`config.mk`:
```
export PLATFORM = sky130hd
export DESIGN_NAME = seq_divider_8_flat
export DESIGN_NICKNAME = d
export VERILOG_FILES = /design/src/rtl/seq_divider_8_if.sv /design/src/rtl/seq_divider_8.sv /design/src/flat_wrapper.sv
export SDC_FILE = /design/constraint.sdc
export NUM_CORES = 1
export LEC_CHECK = 0
export ABC_AREA = 1
export CAP_MARGIN = 20
export CORE_ASPECT_RATIO = 1.5
export CORE_MARGIN = 5
export CORE_UTILIZATION = 54
export DETAILED_ROUTE_END_ITERATION = 10
export HOLD_SLACK_MARGIN = 0.06
export PLACE_DENSITY = 0.87
export RECOVER_POWER = 25
export SYNTH_ARGS = -nofsm -noshare
export SYNTH_HDL_FRONTEND = slang
export SYNTH_SLANG_ARGS = --single-unit
```
`constraint.sdc`:
```
create_clock -name clk -period 2 [get_ports clk]
set_input_delay 0.4 -clock clk [delete_from_list [all_inputs] [get_ports clk]]
set_output_delay 0.4 -clock clk [all_outputs]
set_load 0.05 [all_outputs]
```
`src/rtl/seq_divider_8_if.sv`:
```
// Start/busy/done handshake and operand/result bus of the sequential divider.
// The requester drives operands and start; the divider returns results and status.
interface seq_divider_8_if #(
  parameter int N = 8
);
  logic           start;
  logic [2*N-1:0] a;
  logic [N-1:0]   b;
  logic [2*N-1:0] q;
  logic [N-1:0]   r;
  logic           busy;
  logic           done;
  logic           dbz;

  modport master (
    output start, a, b,
    input  q, r, busy, done, dbz
  );

  modport slave (
    input  start, a, b,
    output q, r, busy, done, dbz
  );
endinterface

```
`src/rtl/seq_divider_8.sv`:
```
// Iterative restoring divider: 2N-bit dividend / N-bit divisor, one quotient bit per clock.
// Results are held from the DONE cycle until the next accepted start.
module seq_divider_8 #(
  parameter int N = 8
) (
  input  logic           clk,
  input  logic           rst_n,
  seq_divider_8_if.slave dif
);

  localparam int             CW   = $clog2(2*N) + 1;
  localparam logic [CW-1:0]  LAST = CW'(2*N - 1);

  typedef enum logic [1:0] {
    IDLE,
    RUN,
    DONE
  } state_t;

  state_t state, state_next;

  // The dividend register doubles as the quotient register: each step shifts
  // one dividend bit out of the MSB and one quotient bit in at the LSB.
  logic [2*N-1:0] dvd;
  logic [N-1:0]   dvs;
  logic [N-1:0]   pr;
  logic [CW-1:0]  cnt;

  logic [2*N-1:0] q_reg;
  logic [N-1:0]   r_reg;
  logic           dbz_reg;

  logic [N:0]     pr_shift;
  logic [N-1:0]   pr_diff;
  logic [N-1:0]   pr_next;
  logic           qbit;
  logic           last_step;

  // NOTE: every signal gets a default before the case so no path leaves it
  // unassigned; otherwise synthesis infers a latch to hold the old value.
  always_comb begin
    pr_shift   = {pr, dvd[2*N-1]};
    qbit       = (pr_shift >= {1'b0, dvs});
    // Result is below the divisor whenever it is kept, so N bits suffice.
    pr_diff    = pr_shift[N-1:0] - dvs;
    pr_next    = qbit ? pr_diff : pr_shift[N-1:0];
    last_step  = (cnt == LAST);
    state_next = state;

    case (state)
      IDLE: begin
        if (dif.start) begin
          state_next = (dif.b == '0) ? DONE : RUN;
        end
      end
      RUN: begin
        if (last_step) begin
          state_next = DONE;
        end
      end
      DONE:    state_next = IDLE;
      default: state_next = IDLE;
    endcase
  end

  // NOTE: sequential state uses non-blocking assignments so every register
  // samples pre-edge values, independent of statement order.
  always_ff @(posedge clk or negedge rst_n) begin
    if (!rst_n) begin
      state <= IDLE;
    end else begin
      state <= state_next;
    end
  end

  always_ff @(posedge clk or negedge rst_n) begin
    if (!rst_n) begin
      dvd     <= '0;
      dvs     <= '0;
      pr      <= '0;
      cnt     <= '0;
      q_reg   <= '0;
      r_reg   <= '0;
      dbz_reg <= 1'b0;
    end else begin
      case (state)
        IDLE: begin
          if (dif.start) begin
            if (dif.b == '0) begin
              q_reg   <= '1;
              r_reg   <= dif.a[N-1:0];
              dbz_reg <= 1'b1;
            end else begin
              dvd <= dif.a;
              dvs <= dif.b;
              pr  <= '0;
              cnt <= '0;
            end
          end
        end
        RUN: begin
          dvd <= {dvd[2*N-2:0], qbit};
          pr  <= pr_next;
          cnt <= cnt + 1'b1;
          if (last_step) begin
            q_reg   <= {dvd[2*N-2:0], qbit};
            r_reg   <= pr_next;
            dbz_reg <= 1'b0;
          end
        end
        default: ;
      endcase
    end
  end

  assign dif.q    = q_reg;
  assign dif.r    = r_reg;
  assign dif.dbz  = dbz_reg;
  assign dif.busy = (state != IDLE);
  assign dif.done = (state == DONE);

endmodule

```
`src/flat_wrapper.sv`:
```
// flat-port wrapper written by rule: the top's interface ports become plain ports
module seq_divider_8_flat 
#(
  parameter int N = 8
)
  (clk, rst_n, dif_start, dif_a, dif_b, dif_q, dif_r, dif_busy, dif_done, dif_dbz);
  seq_divider_8_if #(.N(N)) dif_i ();
  input  logic clk;
  input  logic rst_n;
  input wire logic [$bits(dif_i.start)-1:0] dif_start;
  input wire logic [$bits(dif_i.a)-1:0] dif_a;
  input wire logic [$bits(dif_i.b)-1:0] dif_b;
  output wire logic [$bits(dif_i.q)-1:0] dif_q;
  output wire logic [$bits(dif_i.r)-1:0] dif_r;
  output wire logic [$bits(dif_i.busy)-1:0] dif_busy;
  output wire logic [$bits(dif_i.done)-1:0] dif_done;
  output wire logic [$bits(dif_i.dbz)-1:0] dif_dbz;
  assign dif_i.start = dif_start;
  assign dif_i.a = dif_a;
  assign dif_i.b = dif_b;
  assign dif_q = dif_i.q;
  assign dif_r = dif_i.r;
  assign dif_busy = dif_i.busy;
  assign dif_done = dif_i.done;
  assign dif_dbz = dif_i.dbz;
  seq_divider_8 #(.N(N)) u_core (.clk(clk), .rst_n(rst_n), .dif(dif_i));
endmodule
```
==> metrics.cfg, run 1 <==
[run_status]
outcome = finished with violations
violations = capacitance limit, slew limit

[sta]
period_minus_slack_ns = 1.96
max_freq_ghz = 0.511
tightest_slew_ns = 1.54
final-hold-violation-count = 0
finalCritPeriodShare = 0.979
setup_viol = 0
finalClockSkew_ns = 0.00943
drv_slew = 65
slew_headroom = -0.0283
setup_slack_ns = 0.0419

[clock_network]
cts.sinks = 64
clk_latency_ns = 0.34
clock_path_buffers = 2
htree_levels = 3
cts_tree = built
cts_buffers = 9
cts.clk_slew.worst_paths_ns = 0.07
cts-root-buf = clkbuf_8

[setup_path]
crit_chain = clkdlybuf4s50_1
critPathBufInv = 1
reg2regPathDepth = 10
r2r-end = u_core.dif.r[2]
end_kind = output pin
cpLargestDelayFamily = buffers and inverters
cp_max_fo = 2
startpoint_type = flop
critical_path_class = reg -> out
crit_slowest_cell = clkdlybuf4s50_1
reg2reg_slack_ns = 0.06
cp.arrival_ns = 1.56
slowest_delay_ns = 0.82
r2r_start = u_core.dvs[6]
critical_path_required_ns = 1.60

[route]
vias = 3170
routed_wl_um = 8840
firstDrtPassIters = 5
via_per_inst = 5.61
ant_nets = 0
drtIter0Drc = 262
drc = 0
routedWlPerCell_um = 15.7

[synth]
synth_fp_nets = 458
ys.flop_type = dfrtp_1
avgSynthCellArea_um2 = 8.01
async_flop_share = 1.00
syn-instance-count = 420
syn_area_um2 = 3370
ys_seq_elements = 64
ys_seq_area_frac = 0.476
synth-edff-count = 0
ys_types = 36
synth.yosys.warnings = 0

[cells_and_area]
syn2layout_area_growth_pct = 29.9
nNetsFinal = 524
diodes = 0
layout_commonest_cell = nand2_1
drive_above_1_share = 0.143
nFillCells = 443
final_cell_mix = nand2_1 (86), inv_1 (68), dfrtp_1 (64), clkdlybuf4s50_1 (49), nor2_1 (39)

[global_route]
grt_pass1_wl_um = 13900
grt_pass1_vias = 3043
grt.total_usage = 0.229
antenna_found_initial = 0
overflow = 0
grt_max_degree = 65

[power]
vdd_drop_max_uv = 1030
total_power_mw = 8.85
p_leak_nw = 2.12
power.density_nw_per_um2 = 2020

[placed_design]
io_buffers = 53
place.gp.congestion = 0.988
hpwl_um = 6040
dp_slack_ns = -0.0439

[die]
core_um2 = 6130
pin_count = 54
die_x_um = 74.5
row_count = 35
die_h_um = 107
die_area_um2 = 7940
start_util = 0.549

[job]
maxCapViolCount = 1

[hold_path]
hp-class = reg -> reg
min_from = u_core.dvs[2]
whs_path_depth = 2
hold_end = u_core.dvs[2]

Yosys cell counts, types with 5 or more instances:
cell	instances	share of area
o221ai_1	7	0.018
nand2_1	87	0.097
nor2_1	44	0.049
nand3_1	32	0.048
dfrtp_1	64	0.48
o211ai_1	10	0.022
a31oi_1	7	0.013
o21ai_1	8	0.012
a21oi_1	13	0.019
nand4_1	12	0.022
buf_2	5	0.0074
inv_1	68	0.076
ha_1	10	0.037
o21ai_0	12	0.018
worst max-delay path by stage:
stage,to,from,cells after the start
finish,dif_q[0],u_core.dif.q[0],1
global route,u_core.dif.r[0],u_core.dvs[6],10
CTS,u_core.dif.r[4],u_core.dvs[6],10
detailed placement,u_core.dvd[11],dif_b[2],8
global placement,u_core.dvd[12],dif_b[0],8
floorplan,u_core.dif.r[0],u_core.cnt[0],12
stage by stage:
| step | hold slack [ns] | cell area, um2 | util | TNS, ns | instances |
|---|---|---|---|---|---|
| final | 0.487 | 4370 | 0.713 | 0 | 565 |
| after global routing | 0.514 | 4370 | 0.713 | -0.145 | 565 |
| after CTS | 0.0694 | 4270 | 0.696 | 0 | 563 |
| after detailed placement | 0.435 | 4030 | 0.657 | -0.212 | 547 |
| after global placement | 0.435 | 4030 | 0.657 | 0 | 547 |
| after floorplan | 0.104 | 3370 | - | 0 | 420 |
logic make-up after synthesis:
family,share of synthesized area
AO/OA/AOI/OAI,0.114
AND/OR/NAND/NOR,0.250
flip-flops,0.476
adder cells (fa/ha/maj),0.0431
XOR/XNOR,0.0104
buffers and inverters,0.106
power breakdown:
group	total [mW]	internal, mW	switching (mW)
Sequential	2.25	1.88	0.369
Combinational	5.29	1.86	3.43
Clock	1.31	0.804	0.506
Total	8.85	4.55	4.30
final cells by class:
| class | instances | area, um2 | share of cell area |
|---|---|---|---|
| inverters | 74 | 279 | 0.0638 |
| repair buffers | 68 | 641 | 0.146 |
| multi-input cells | 269 | 1520 | 0.347 |
| flip-flops and latches | 64 | 1600 | 0.366 |
| clock inverters | 4 | 75.1 | 0.0172 |
| clock buffers | 12 | 165 | 0.0378 |
| well taps | 74 | 92.6 | 0.0212 |
worst min-delay path, delay by kind of cell, from the launching register on:
| family | cells | cell delay (ns) |
|---|---|---|
| compound gates | 1 | 0.06 |
| simple gates | 1 | 0.05 |
| flops | 1 | 0.34 |
repair_timing:
| action | CTS | global route |
|---|---|---|
| buffers inserted | 0 | 1 |
| hold buffers | 0 | 0 |
| endpoints found under the setup margin | 0 | 20 |
| gates resized for setup | 0 | 20 |
metal layers:
metal / routed length (um) / vias to the layer above / track usage
li1: - / 1491 / -
met1: 3230 / 1491 / 0.278
met2: 4650 / 149 / 0.376
met3: 504 / 39 / 0.0356
met4: 463 / 0 / 0.132
met5: 0 / - / 0
Note: power is estimated with default switching activity, not from simulation.
==> run 2, diff against run 1 <==
Settings changed: GPL_TIMING_DRIVEN from default to 0.
==> run 2 against run 1 <==
  * Clock power fell by 23%
  * Critical endpoint is now u_core.dif.r[7]
  * The flow now finishes without violations
  * Register-to-register slack lost 0.03 ns
  * Critical path depth rose by 10
  * Cell count unchanged
  * Worst hold slack lost 0.35 ns
  * Cell area fell by 1.2%
  * Clock skew decreased by 0.0011 ns
  * Highest routed layer unchanged
  * Count of clock-buffer cells in the layout grew 1
  * Utilization fell by 0.86 points
==> metrics.cfg, run 2 (same netlist as run 1, synthesis figures left out) <==
[run_status]
outcome = complete, no violations

[placed_design]
io_buffers = 53
hpwl_um = 6440
place.gp.congestion = 0.924
placed_area_um2 = 4000
dp_slack_ns = -0.173

[route]
vias = 3174
via_per_inst = 5.62
ant_nets = 0
drtIter0Drc = 231
routedWlPerCell_um = 15.9
routed_wl_um = 8980
firstDrtPassIters = 6
drc = 0

[power]
vdd_drop_max_uv = 1150
total_power_mw = 8.58
power.density_nw_per_um2 = 1990
p_leak_nw = 2.10

[clock_network]
htree_levels = 3
cts.clk_slew.worst_paths_ns = 0.07
hold_buffers = 0
cts.sinks = 64
cts_tree = built
cts-root-buf = clkbuf_8
clk_latency_ns = 0.34
clock_path_buffers = 2
cts_buffers = 9

[sta]
slew_headroom = 0.461
finalCritPeriodShare = 0.987
finalClockSkew_ns = 0.00830
final-hold-violation-count = 0
setup_viol = 0
drv_slew = 0
tightest_slew_ns = 0.809
max_freq_ghz = 0.507
hold_slack_ns = 0.139
period_minus_slack_ns = 1.97
setup_slack_ns = 0.0261

[global_route]
grt_pass1_vias = 3131
antenna_found_initial = 0
grt.total_usage = 0.234
grt_pass1_wl_um = 14300
overflow = 0
grt_max_degree = 34

[setup_path]
reg2reg_slack_ns = 0.03
crit_slowest_cell = dfrtp_1
crit_chain = ha_1 -> nand2_1 -> inv_1 -> a21oi_1 -> nand2_1 -> nand2_1 -> nand2_1 -> nand3_1 -> nand3_1 -> nand2_1 -> inv_1
cp_max_fo = 5
cp.arrival_ns = 2.21
end_kind = flop
setup.worst_path.end = u_core.dif.r[7]
critical_path_class = reg -> reg
r2r_start = u_core.pr[4]
slowest_delay_ns = 0.41
crit_start = u_core.pr[4]
startpoint_type = flop
cp_common_cell = nand2_1
r2r-end = u_core.dif.r[7]
reg2regPathDepth = 11
critical_path_required_ns = 2.23

[die]
die_h_um = 107
start_util = 0.549
pin_count = 54
die_area_um2 = 7940
core_um2 = 6130
row_count = 35
die_x_um = 74.5

[cells_and_area]
final_cell_area_um2 = 4320
fin_util = 0.705
final_cell_mix = nand2_1 (86), inv_1 (68), dfrtp_1 (63), clkdlybuf4s50_1 (50), nor2_1 (38)
nNetsFinal = 527
layout_commonest_cell = nand2_1
multi_input_area_um2 = 1540
seqCellArea_um2 = 1600
syn2layout_area_growth_pct = 28.4
nFillCells = 467
drive_above_1_share = 0.132
diodes = 0

[job]
maxCapViolCount = 0

[hold_path]
hp-class = in -> async

==> run 2: layout make-up <==
| cell class | instances | share of cell area |
|---|---|---|
| flip-flops and latches | 64 | 0.371 |
| multi-input cells | 269 | 0.355 |
| clock buffers | 13 | 0.0414 |
| well taps | 74 | 0.0214 |
| inverters | 74 | 0.0646 |
| plain buffers | 14 | 0.0188 |
| repair buffers | 57 | 0.127 |
==> run 2: stage by stage <==
stage,TNS [ns],instances
global route,-0.195,565
CTS,0,561
floorplan,0,420
global placement,-94.95,547
detailed placement,-3.12,548
finish,0,565
==> run 2: critical path: cells and delay by family (launching register included) <==
family,cells,cell delay (ns)
AO/OA/AOI/OAI,1,0.23
adder cells (fa/ha/maj),1,0.38
buffers and inverters,2,0.15
flip-flops,1,0.41
AND/OR/NAND/NOR,7,0.70
==> run 2: layer usage <==
layer	up-vias	global-route usage	share of wire
li1	1489	-	-
met1	1536	0.270	0.37
met2	122	0.400	0.55
met3	27	0.0300	0.041
met4	0	0.139	0.038
met5	-	0	0
==> run 2: repair_timing <==
item	4_1_cts	5_1_grt
endpoints found under the setup margin	2	10
setup buffers	0	3
resized for setup	2	26
gates cloned	0	1
==> run 2: how the worst min path moves through the flow <==
| stage | to | slack (ns) | startpoint | cells past startpoint |
|---|---|---|---|---|
| finish | u_core.state[0] | 0.14 | rst_n | 1 |
| detailed placement | u_core.dif.q[8] | 0.47 | u_core.dif.q[8] | 2 |
| CTS | u_core.state[0] | 0.14 | rst_n | 1 |
| global placement | u_core.dvs[5] | 0.47 | u_core.dvs[5] | 2 |
| global route | u_core.dif.q[7] | 0.21 | rst_n | 1 |
| floorplan | u_core.cnt[0] | 0.10 | rst_n | 0 |
==> run 2: power breakdown <==
group	internal [mW]	total [mW]	switching, mW
sequential	1.88	2.23	0.345
clock	0.565	1.01	0.445
combinational	1.84	5.35	3.50
==> run 3, diff against run 2 <==
Settings changed: CORE_UTILIZATION 54 to 58, PLACE_DENSITY 0.87 to 0.93, SLEW_MARGIN from default to 20.
Clock period 2 ns to 2.4 ns, I/O delays scaled along.
==> run 3 against run 2 <==
  * Total power down 20%
  * Sequential power down 17%
  * Via count down 0.38%
  * Critical path type is now reg -> out
==> metrics.cfg, run 3 (same netlist as run 1, synthesis figures left out) <==
[sta]
finalClockSkew_ns = 0.00298
final-hold-violation-count = 0
period_minus_slack_ns = 2.22
finalCritPeriodShare = 0.927
setup_viol = 0
max_freq_ghz = 0.449
rsz0062_at_grt = false
setup_slack_ns = 0.175
slew_headroom = 0.535
fin_setup_tns_ns = 0
tightest_slew_ns = 0.698
drv_slew = 0

[placed_design]
hpwl_um = 6520
io_buffers = 53
dp_slack_ns = 0.176
place.gp.congestion = 0.945

[setup_path]
startpoint_type = flop
cp.arrival_ns = 1.74
end_kind = output pin
critical_path_required_ns = 1.92
r2r_start = u_core.pr[5]
reg2regPathDepth = 9
cp_max_fo = 3
r2r-end = u_core.dif.r[4]
critical_path_class = reg -> out
reg2reg_slack_ns = 0.41

[run_status]
outcome = complete, no violations

[hold_path]
hold_end = u_core.dvs[7]
hp-class = reg -> reg
whs_path_depth = 2
min_from = u_core.dvs[7]

[power]
clkPwrFrac = 0.127
sequentialPowerShare = 0.271
p_sw_mw = 3.42
p_leak_nw = 2.07
power.density_nw_per_um2 = 1640
vdd_drop_max_uv = 955
pwr-share-comb = 0.602
switching_share = 0.499
p_int_mw = 3.43

[die]
pin_count = 54
start_util = 0.586
die_x_um = 72.2
die_h_um = 103
row_count = 34
core_um2 = 5740
die_area_um2 = 7460

[cells_and_area]
drive_above_1_share = 0.0835
diodes = 0
seqCellArea_um2 = 1600
nFillCells = 414
final_cell_mix = nand2_1 (87), inv_1 (68), dfrtp_1 (64), clkdlybuf4s50_1 (52), nor2_1 (44)
multi_input_area_um2 = 1410
layout_commonest_cell = nand2_1
nNetsFinal = 524
syn2layout_area_growth_pct = 24.1

[route]
drc = 0
via_per_inst = 5.62
firstDrtPassIters = 5
drtIter0Drc = 249
vias = 3162
routedWlPerCell_um = 15.5
ant_nets = 0
routed_wl_um = 8710

[job]
maxCapViolCount = 0

[global_route]
overflow = 0
grt.total_usage = 0.248
grt_pass1_vias = 3129
antenna_found_initial = 0
grt_pass1_wl_um = 14100
grt_max_degree = 52

[clock_network]
cts-root-buf = clkbuf_8
cts_buffers = 9
clk_latency_ns = 0.33
cts_tree = built
clock_path_buffers = 2
htree_levels = 3
cts.sinks = 64
cts.clk_slew.worst_paths_ns = 0.07

==> run 3: repair_timing <==
item | 4_1_cts | 5_1_grt
endpoints found under the hold margin | 13 | 0
hold buffers | 1 | 0
setup buffers | 0 | 0
resized for setup | 0 | 0
endpoints found under the setup margin | 0 | 0
==> run 3: how the worst max path moves through the flow <==
stage	startpoint	to	slack [ns]	cells past startpoint
final	u_core.state[0]	dif_busy	0.18	3
after global placement	rst_n	u_core.dif.r[1]	-1.12	1
after floorplan	u_core.cnt[0]	u_core.dif.r[0]	0.70	12
after global routing	u_core.state[0]	dif_busy	0.11	3
after detailed placement	dif_b[0]	u_core.dvd[15]	0.18	8
after CTS	u_core.state[0]	dif_busy	0.17	3
==> run 3: final cells by class <==
class                      instances  area share
buffer                            14      0.0189
clock buffer                      12      0.0323
clock inverter                     4      0.0108
inverter                          74      0.0668
multi-input combinational        268       0.337
sequential                        64       0.383
tap                               72      0.0216
timing repair buffer              55       0.130
==> run 3: power by group through the flow <==
stage / Clock [mW] / Sequential, mW / Combinational [mW]
4_1_cts: 0.872 / 1.85 / 4.11
6_report: 0.872 / 1.86 / 4.12
5_1_grt: 0.931 / 1.90 / 4.52
2_1_floorplan: 0 / 2.39 / 2.36
3_3_place_gp: 0 / 1.85 / 3.93
3_5_place_dp: 0 / 1.86 / 4.06
==> run 3: metrics by stage <==
step                std cells  hold slack, ns  utilization  power [mW]  instance area [um2]
detailed placement        546           0.345        0.698        5.93                 4010
global placement          545           0.471        0.694        5.78                 3990
floorplan                 420           0.184            -        4.75                 3370
CTS                       563           0.496        0.732        6.84                 4200
global route              563           0.521        0.727        7.35                 4180
finish                    563           0.500        0.727        6.85                 4180
==> run 3: per-layer routing <==
metal,track usage,wire (um),part of all wire
met1,0.285,3260,0.37
met2,0.436,4700,0.54
met3,0.0406,410,0.047
met4,0.136,339,0.039
met5,0,0,0
==> run 3: critical path, cell delays in order (launching register included) <==
cell             delay [ns]
dfrtp_1                0.41
inv_1                  0.05
nand2_1                0.12
clkdlybuf4s50_1        0.82
